[src/rtl/fan_adder_ctrl.sv]
// fan_adder_ctrl: command FIFO plus beat sequencer driving one fan_adder reduction unit.
// Define FAN_CTRL_PERF_EN to build the perf_beats/perf_stalls counters; otherwise both read 0.
module fan_adder_ctrl #(
    parameter int DW_DATA   = 8,
    parameter int NUM_IN    = 4,
    parameter int SEL_IN    = 2,
    parameter int CNT_W     = 8,
    parameter int CMD_DEPTH = 4
) (
    input  logic                        clk,
    input  logic                        rst,
    input  logic                        cmd_valid,
    output logic                        cmd_ready,
    input  logic                        cmd_add,
    input  logic [SEL_IN*2-1:0]         cmd_sel,
    input  logic [CNT_W-1:0]            cmd_len,
    input  logic                        data_valid,
    output logic                        data_ready,
    input  logic [DW_DATA*NUM_IN-1:0]   data_in,
    output logic                        fan_add_en,
    output logic                        fan_bypass_en,
    output logic [SEL_IN*2-1:0]         fan_sel,
    output logic [DW_DATA*NUM_IN-1:0]   fan_in,
    output logic                        fan_out_valid,
    output logic                        cmd_done,
    output logic                        busy,
    output logic [31:0]                 perf_beats,
    output logic [31:0]                 perf_stalls
);
    // state | meaning
    // IDLE  | no active command; pops the FIFO head as soon as one is present
    // RUN   | command active; accepts operand beats until the last one
    typedef enum logic {IDLE, RUN} state_t;

    localparam int AW = $clog2(CMD_DEPTH);
    localparam int SW = SEL_IN * 2;

    state_t            state, state_nxt;
    logic              mode_mem [CMD_DEPTH];
    logic [SW-1:0]     sel_mem  [CMD_DEPTH];
    logic [CNT_W-1:0]  len_mem  [CMD_DEPTH];
    logic [AW:0]       wr_ptr, rd_ptr;
    logic              fifo_empty, fifo_full, push, pop;
    logic              act_mode;
    logic [SW-1:0]     act_sel;
    logic [CNT_W-1:0]  remaining;
    logic              beat, last_beat;

    // Extra pointer bit distinguishes full from empty when the indices match.
    assign fifo_empty = (wr_ptr == rd_ptr);
    assign fifo_full  = (wr_ptr[AW] != rd_ptr[AW]) && (wr_ptr[AW-1:0] == rd_ptr[AW-1:0]);
    assign cmd_ready  = !fifo_full;
    assign push       = cmd_valid && !fifo_full;
    assign data_ready = (state == RUN);
    assign beat       = data_valid && data_ready;
    assign last_beat  = beat && (remaining == '0);
    assign busy       = (state == RUN) || !fifo_empty;

    always_ff @(posedge clk) begin
        if (rst) state <= IDLE;
        else     state <= state_nxt;
    end

    always_comb begin
        state_nxt = state;
        pop       = 1'b0;
        case (state)
            IDLE: begin
                if (!fifo_empty) begin
                    pop       = 1'b1;
                    state_nxt = RUN;
                end
            end
            RUN: begin
                if (last_beat) begin
                    if (!fifo_empty) pop = 1'b1;
                    else             state_nxt = IDLE;
                end
            end
        endcase
    end

    always_ff @(posedge clk) begin
        if (push) begin
            mode_mem[wr_ptr[AW-1:0]] <= cmd_add;
            sel_mem[wr_ptr[AW-1:0]]  <= cmd_sel;
            len_mem[wr_ptr[AW-1:0]]  <= cmd_len;
        end
    end

    always_ff @(posedge clk) begin
        if (rst) begin
            wr_ptr <= '0;
            rd_ptr <= '0;
        end else begin
            if (push) wr_ptr <= wr_ptr + (AW+1)'(1);
            if (pop)  rd_ptr <= rd_ptr + (AW+1)'(1);
        end
    end

    always_ff @(posedge clk) begin
        if (rst) begin
            act_mode      <= 1'b0;
            act_sel       <= '0;
            remaining     <= '0;
            fan_in        <= '0;
            fan_sel       <= '0;
            fan_add_en    <= 1'b0;
            fan_bypass_en <= 1'b0;
            fan_out_valid <= 1'b0;
            cmd_done      <= 1'b0;
        end else begin
            if (pop) begin
                act_mode  <= mode_mem[rd_ptr[AW-1:0]];
                act_sel   <= sel_mem[rd_ptr[AW-1:0]];
                remaining <= len_mem[rd_ptr[AW-1:0]];
            end else if (beat && remaining != '0) begin
                remaining <= remaining - CNT_W'(1);
            end
            if (beat) begin
                fan_in        <= data_in;
                fan_sel       <= act_sel;
                fan_add_en    <= act_mode;
                fan_bypass_en <= !act_mode;
                fan_out_valid <= 1'b1;
                cmd_done      <= last_beat;
            end else begin
                fan_add_en    <= 1'b0;
                fan_bypass_en <= 1'b0;
                fan_out_valid <= 1'b0;
                cmd_done      <= 1'b0;
            end
        end
    end

`ifdef FAN_CTRL_PERF_EN
    always_ff @(posedge clk) begin
        if (rst) begin
            perf_beats  <= '0;
            perf_stalls <= '0;
        end else begin
            if (beat && perf_beats != '1)
                perf_beats <= perf_beats + 32'd1;
            if (state == RUN && !data_valid && perf_stalls != '1)
                perf_stalls <= perf_stalls + 32'd1;
        end
    end
`else
    assign perf_beats  = '0;
    assign perf_stalls = '0;
`endif

endmodule

[config.mk]
export PLATFORM = sky130hd
export DESIGN_NAME = fan_adder_ctrl
export DESIGN_NICKNAME = d
export VERILOG_FILES = /design/src/rtl/fan_adder_ctrl.sv
export SDC_FILE = /design/constraint.sdc
export NUM_CORES = 1
export LEC_CHECK = 0
export CELL_PAD_IN_SITES_DETAIL_PLACEMENT = 1
export CELL_PAD_IN_SITES_GLOBAL_PLACEMENT = 2
export CORE_UTILIZATION = 31
export DETAILED_ROUTE_END_ITERATION = 8
export PLACE_DENSITY_LB_ADDON = 0.1
export REMOVE_ABC_BUFFERS = 1
export SETUP_SLACK_MARGIN = 0.4
export SLEW_MARGIN = 20
export SYNTH_ARGS = -nofsm -noshare
export SYNTH_HDL_FRONTEND = slang
export SYNTH_SLANG_ARGS = --single-unit
[constraint.sdc]
create_clock -name clk -period 6.8 [get_ports clk]
set_input_delay 1.36 -clock clk [delete_from_list [all_inputs] [get_ports clk]]
set_output_delay 1.36 -clock clk [all_outputs]
set_load 0.05 [all_outputs]
## Word-level counts from Yosys, hierarchy flattened

Memories as Yosys holds them, arrays and structs flattened. A register that Yosys moved wholly into a read port is not among the register bits.
Index checks and enable logic that the tools add are counted.

- Output and inout port bits: 107
- Flip-flop bits (word level): 55
- Bits in latches: 0
- Memories: 3
- Logic and storage cells: 46
- Memory bits (writable): 52
- Bits in read-only memories: 0

Memory list:

| memory | words | bits a word | rd ports | clocked after Yosys merged registers in | write ports | RTL line | text |
|---|---|---|---|---|---|---|---|
| len_mem | 4 | 8 | 1 | 1 | 1 | 41 | `logic [CNT_W-1:0] len_mem [CMD_DEPTH];` |
| sel_mem | 4 | 4 | 1 | 1 | 1 | 40 | `logic [SW-1:0] sel_mem [CMD_DEPTH];` |
| mode_mem | 4 | 1 | 1 | 1 | 1 | 39 | `logic mode_mem [CMD_DEPTH];` |

- $mul: 0
- Muxes and demuxes: 12
- Add/sub/neg operators: 3
- Divide/modulo/power cells: 0
- Equal/unequal tests: 3
- Shift-type cells: 0
- Bitwise operators: 2
- Reductions and logical operators: 13
- Order comparisons: 0

Operators by type and width:

| operator | count |
|---|---|
| $mux 8 | 2 |
| $logic_not 8->1 | 1 |
| $reduce_bool 8->1 | 1 |
| $sub 8x1->8 const B | 1 |
| $add 3x1->3 const B | 2 |
| $mux 1 | 6 |
| $logic_and 1x1->1 | 5 |
| $mux 2 | 2 |
| $pmux 1 s2 | 2 |
| $eq 3x3->1 | 1 |
| $logic_not 1->1 | 3 |
| $eq 2x2->1 | 1 |
| $not 1->1 | 2 |
| $reduce_bool 2->1 | 1 |
| $reduce_or 2->1 | 1 |
| $logic_or 1x1->1 | 1 |
| $ne 1x1->1 | 1 |

## Logic depth before layout (Yosys ltp)

- Word-level depth: 6
- Mapped depth: 10

## Worst setup path after synthesis

OpenSTA, ideal clock, no wires.

- Path kind: register to output
- From: register rd_ptr[0]
- To: output port busy
- Data required time: 5.440 ns
- Slack: 4.190 ns
- Cell stages (with the launch flop): 5
- Data arrival time: 1.250 ns
- Buffers on the path: 1
- Cells stage by stage: dfxtp_1 -> buf_2 -> xnor2_1 -> and3b_1 -> nand2b_1

- Word-level cells in the longest chain between the ends: 3

Ends and longest elaborated chain:

| what | RTL line | text |
|---|---|---|
| start, declared | 42 | `logic [AW:0] wr_ptr, rd_ptr;` |
| start signal, assigned | 97 | `if (pop) rd_ptr <= rd_ptr + (AW+1)'(1);` |
| $eq 3x3->1 | 50 | `assign fifo_empty = (wr_ptr == rd_ptr);` |
| $logic_not 1->1 | n/a |  |
| $logic_or 1x1->1 | 57 | `assign busy = (state == RUN) \|\| !fifo_empty;` |
| end, declared | 26 | `output logic busy,` |

Every way passes these cells.

## Worst setup path in the final report

Same ends and word-level chain as after synthesis.

==> impl_summary.log <==
[metrics] Worst IR Drop VDD: 234 µV
[metrics] required time of the critical path: 5.44 ns
[metrics] # clock sinks: 114
[metrics] Via-to-Cell Ratio: 4.22
[metrics] Worst setup EP type: output pin
[metrics] unrepaired setup endpoints after global routing: no
[metrics] Reg2Reg Launch Point: remaining[0]
[metrics] total power of the final layout: 2.52 mW
[metrics] path type of the worst min-delay path: reg -> reg
[metrics] clock buffer count from CTS: 17
[metrics] number of hold violations in the final report: 0
[metrics] number of enable-type register cells in the synthesized netlist: 52
[metrics] I/O pin total: 156
[metrics] flip-flop cell with the highest count after synthesis: dfxtp_1
[metrics] crit path launch: rd_ptr[0]
[metrics] Die Span Y: 127 µm
[metrics] highest achievable clock rate: 264 MHz
[metrics] Worst Path Arrival: 2.43 ns
[metrics] most frequent cells in the layout: nand2_1, clkdlybuf4s50_1, conb_1
[metrics] final HPWL from detailed placement: 7.23 mm
[metrics] worst path setup slack after routing: 3.01 ns
[metrics] worst slack at placement: 3.30 ns
[metrics] ratio of cells with drive above 1 in the final layout: 9.59%
[metrics] Initial Util: 31.9%
[metrics] summed area of non-filler cells in the final layout: 6300 µm²
[metrics] delay contributed by the slowest stage of the critical path: 0.84 ns
[metrics] CTS tree: done
[metrics] count of nets after finishing: 584
[metrics] final setup violation count: 0
[metrics] total wire length after detailed routing: 10.7 mm
[metrics] number of max-slew violations in the final report: 0
[metrics] pwr dens: 400 nW/µm²
[metrics] placed standard-cell area: 5710 µm²
[metrics] number of fill cells in the layout: 1678
[metrics] CP max FO: 8
[metrics] horizontal die dimension: 127 µm
[metrics] Fin Hold WS: 0.451 ns
[metrics] final period demand of the worst path: 3.79 ns
[metrics] Floorplan Core Area: 15300 µm²
[metrics] detailed-router iteration count before antenna repair: 4
[metrics] overall track demand over capacity in global routing: 13.9%
[metrics] hold_sp: fan_in[4]
[metrics] cell with the largest stage delay on the worst path: clkdlybuf4s50_1
[metrics] total number of placement rows: 45
[metrics] count of synthesis-stage warnings from yosys: 0
[metrics] netlist area before placement: 4860 µm²
[metrics] slew at the pin closest to its max-slew limit: 0.766 ns
[metrics] DR WL/cell: 14.2 µm
[metrics] cts-stage hold buffer count: 0
[metrics] largest net degree at the start of global routing: 60
[metrics] number of nets with antenna violations after detailed routing: 0
[metrics] most common cell after layout, fill and taps aside: nand2_1
[metrics] Setup CP Type: reg -> out
[metrics] Post-CTS Repair Setup Buffers: 0
[metrics] placed cell count: 721
[metrics] fraction of the yosys area taken by sequential cells: 57.6%
[metrics] synthesis-to-finish area growth: 29.5%
[metrics] CTS clk-pin slew, worst paths: 0.05 ns
[metrics] area of the die: 16200 µm²
[metrics] maximum buffer depth of the clock tree: 2
[metrics] final worst-path cycle share: 55.8%
[metrics] gpl congestion: 0.717
[metrics] run status: finished clean
[metrics] initial antenna violation count: 0
[metrics] post-synthesis cell type count: 46
[metrics] LEAKAGE: 2.26 nW
[metrics] # port buffers: 91
[metrics] depth of the CTS H-tree: 4
[metrics] total vias in the final route: 3175
[metrics] critical path launch point type: flip-flop
[metrics] clock insertion delay at the later pin of the skew report: 0.41 ns
[metrics] worst path cell trace: xnor2_1 > and3b_1 > nand2b_1 > clkdlybuf4s50_1
[metrics] post-CTS resize count: 0
[metrics] number of remaining DRC errors: 0
[metrics] cell at the root of the clock tree: clkbuf_16
[metrics] summed negative setup slack over all endpoints: 0 ns
[metrics] number of synthesized register bits: 114
[metrics] worst-case clock skew: 0.00848 ns
[metrics] total inserted antenna cells: 0
[metrics] number of global-route vias before repair: 3225
[metrics] share of the core filled with cells in the final layout: 41.3%
[metrics] Mapped Cells: 440
[metrics] global route total overflow: 0
[metrics] async set or reset register ratio after synthesis: 0%
[metrics] number of standard cells in the final layout excluding fillers: 753
[metrics] global-route wire length before repair: 16.7 mm
[metrics] violation count after the first detailed-route iteration: 194
[metrics] max capacitance violation total: 0
[metrics] average instance area after synthesis: 11.1 µm²
[metrics] Max-slew headroom: 48.9%
## synth_stat cells (2+ instances only)
| cell | instances | area share [%] |
|---|---|---|
| a21oi_1 | 47 | 4.8 |
| mux4_2 | 13 | 6.0 |
| o21ai_0 | 4 | 0.41 |
| buf_2 | 4 | 0.41 |
| edfxtp_1 | 52 | 32 |
| inv_1 | 8 | 0.62 |
| buf_6 | 2 | 0.46 |
| ha_1 | 6 | 1.5 |
| xor2_1 | 3 | 0.54 |
| and2_1 | 7 | 0.90 |
| xnor2_1 | 6 | 1.1 |
| nor2_1 | 15 | 1.2 |
| buf_4 | 64 | 9.9 |
| nand3_1 | 5 | 0.51 |
| dfxtp_1 | 62 | 26 |
| mux2i_1 | 2 | 0.41 |
| nor3_1 | 3 | 0.31 |
| a211oi_1 | 2 | 0.31 |
| nand2_1 | 92 | 7.1 |
| a32o_1 | 2 | 0.41 |
| buf_1 | 3 | 0.23 |
| clkbuf_1 | 14 | 1.1 |
## registers in the layout (all words and copies together) (netlist names), 3 cells and up, named ones only
register	count
wr_ptr	3
rd_ptr	3
len_mem	32
fan_sel	4
act_sel	4
sel_mem	16
mode_mem	4
fan_in	32
remaining	8
## critical path, delay by kind of cell (launching register included)
family | cells | cell delay (ns)
buffers and inverters | 1 | 0.84
DFF | 1 | 0.61
and+or+nand+nor | 2 | 0.36
xor gates and xnor gates | 1 | 0.21
## worst paths after layout
path                  end  depth (start not counted)  slack (ns)
min             fan_in[4]                          2        0.45
max                  busy                          4        3.01
max reg2reg  remaining[6]                          7        4.01
min reg2reg     fan_in[4]                          2        0.45
## where the power goes
part           switching [mW]  internal, mW
Sequential             0.0796         0.806
Combinational           0.484         0.262
Clock                   0.314         0.574
## per-layer routing
layer / vias to the layer above / track usage, % / share of wire, %
met4: 0 / 6.09 / 1.3
met2: 111 / 21.7 / 45
met5: - / 0 / 0
met3: 13 / 5.40 / 6.6
li1: 1559 / - / -
met1: 1492 / 17.1 / 47
## area by class of cell
class / instances / area, µm² / area share, %
clock buffer: 19 / 433 / 6.87
clock inverter: 13 / 161 / 2.56
inverter: 8 / 30.0 / 0.477
multi-input combinational: 294 / 1680 / 26.7
sequential: 114 / 2800 / 44.5
tap: 211 / 264 / 4.19
timing repair buffer: 94 / 928 / 14.7
## kinds of logic after synthesis
group	after synthesis	synth area share [%]
and+or+nand+nor	131	11.3
DFF	114	57.6
muxes	15	6.43
adders and majority gates	6	1.54
buffers and inverters	95	12.7
other	1	0.0771
AOI/OAI and AO/OA	69	8.72
xor gates and xnor gates	9	1.62
(Power assumes the default switching activity.)
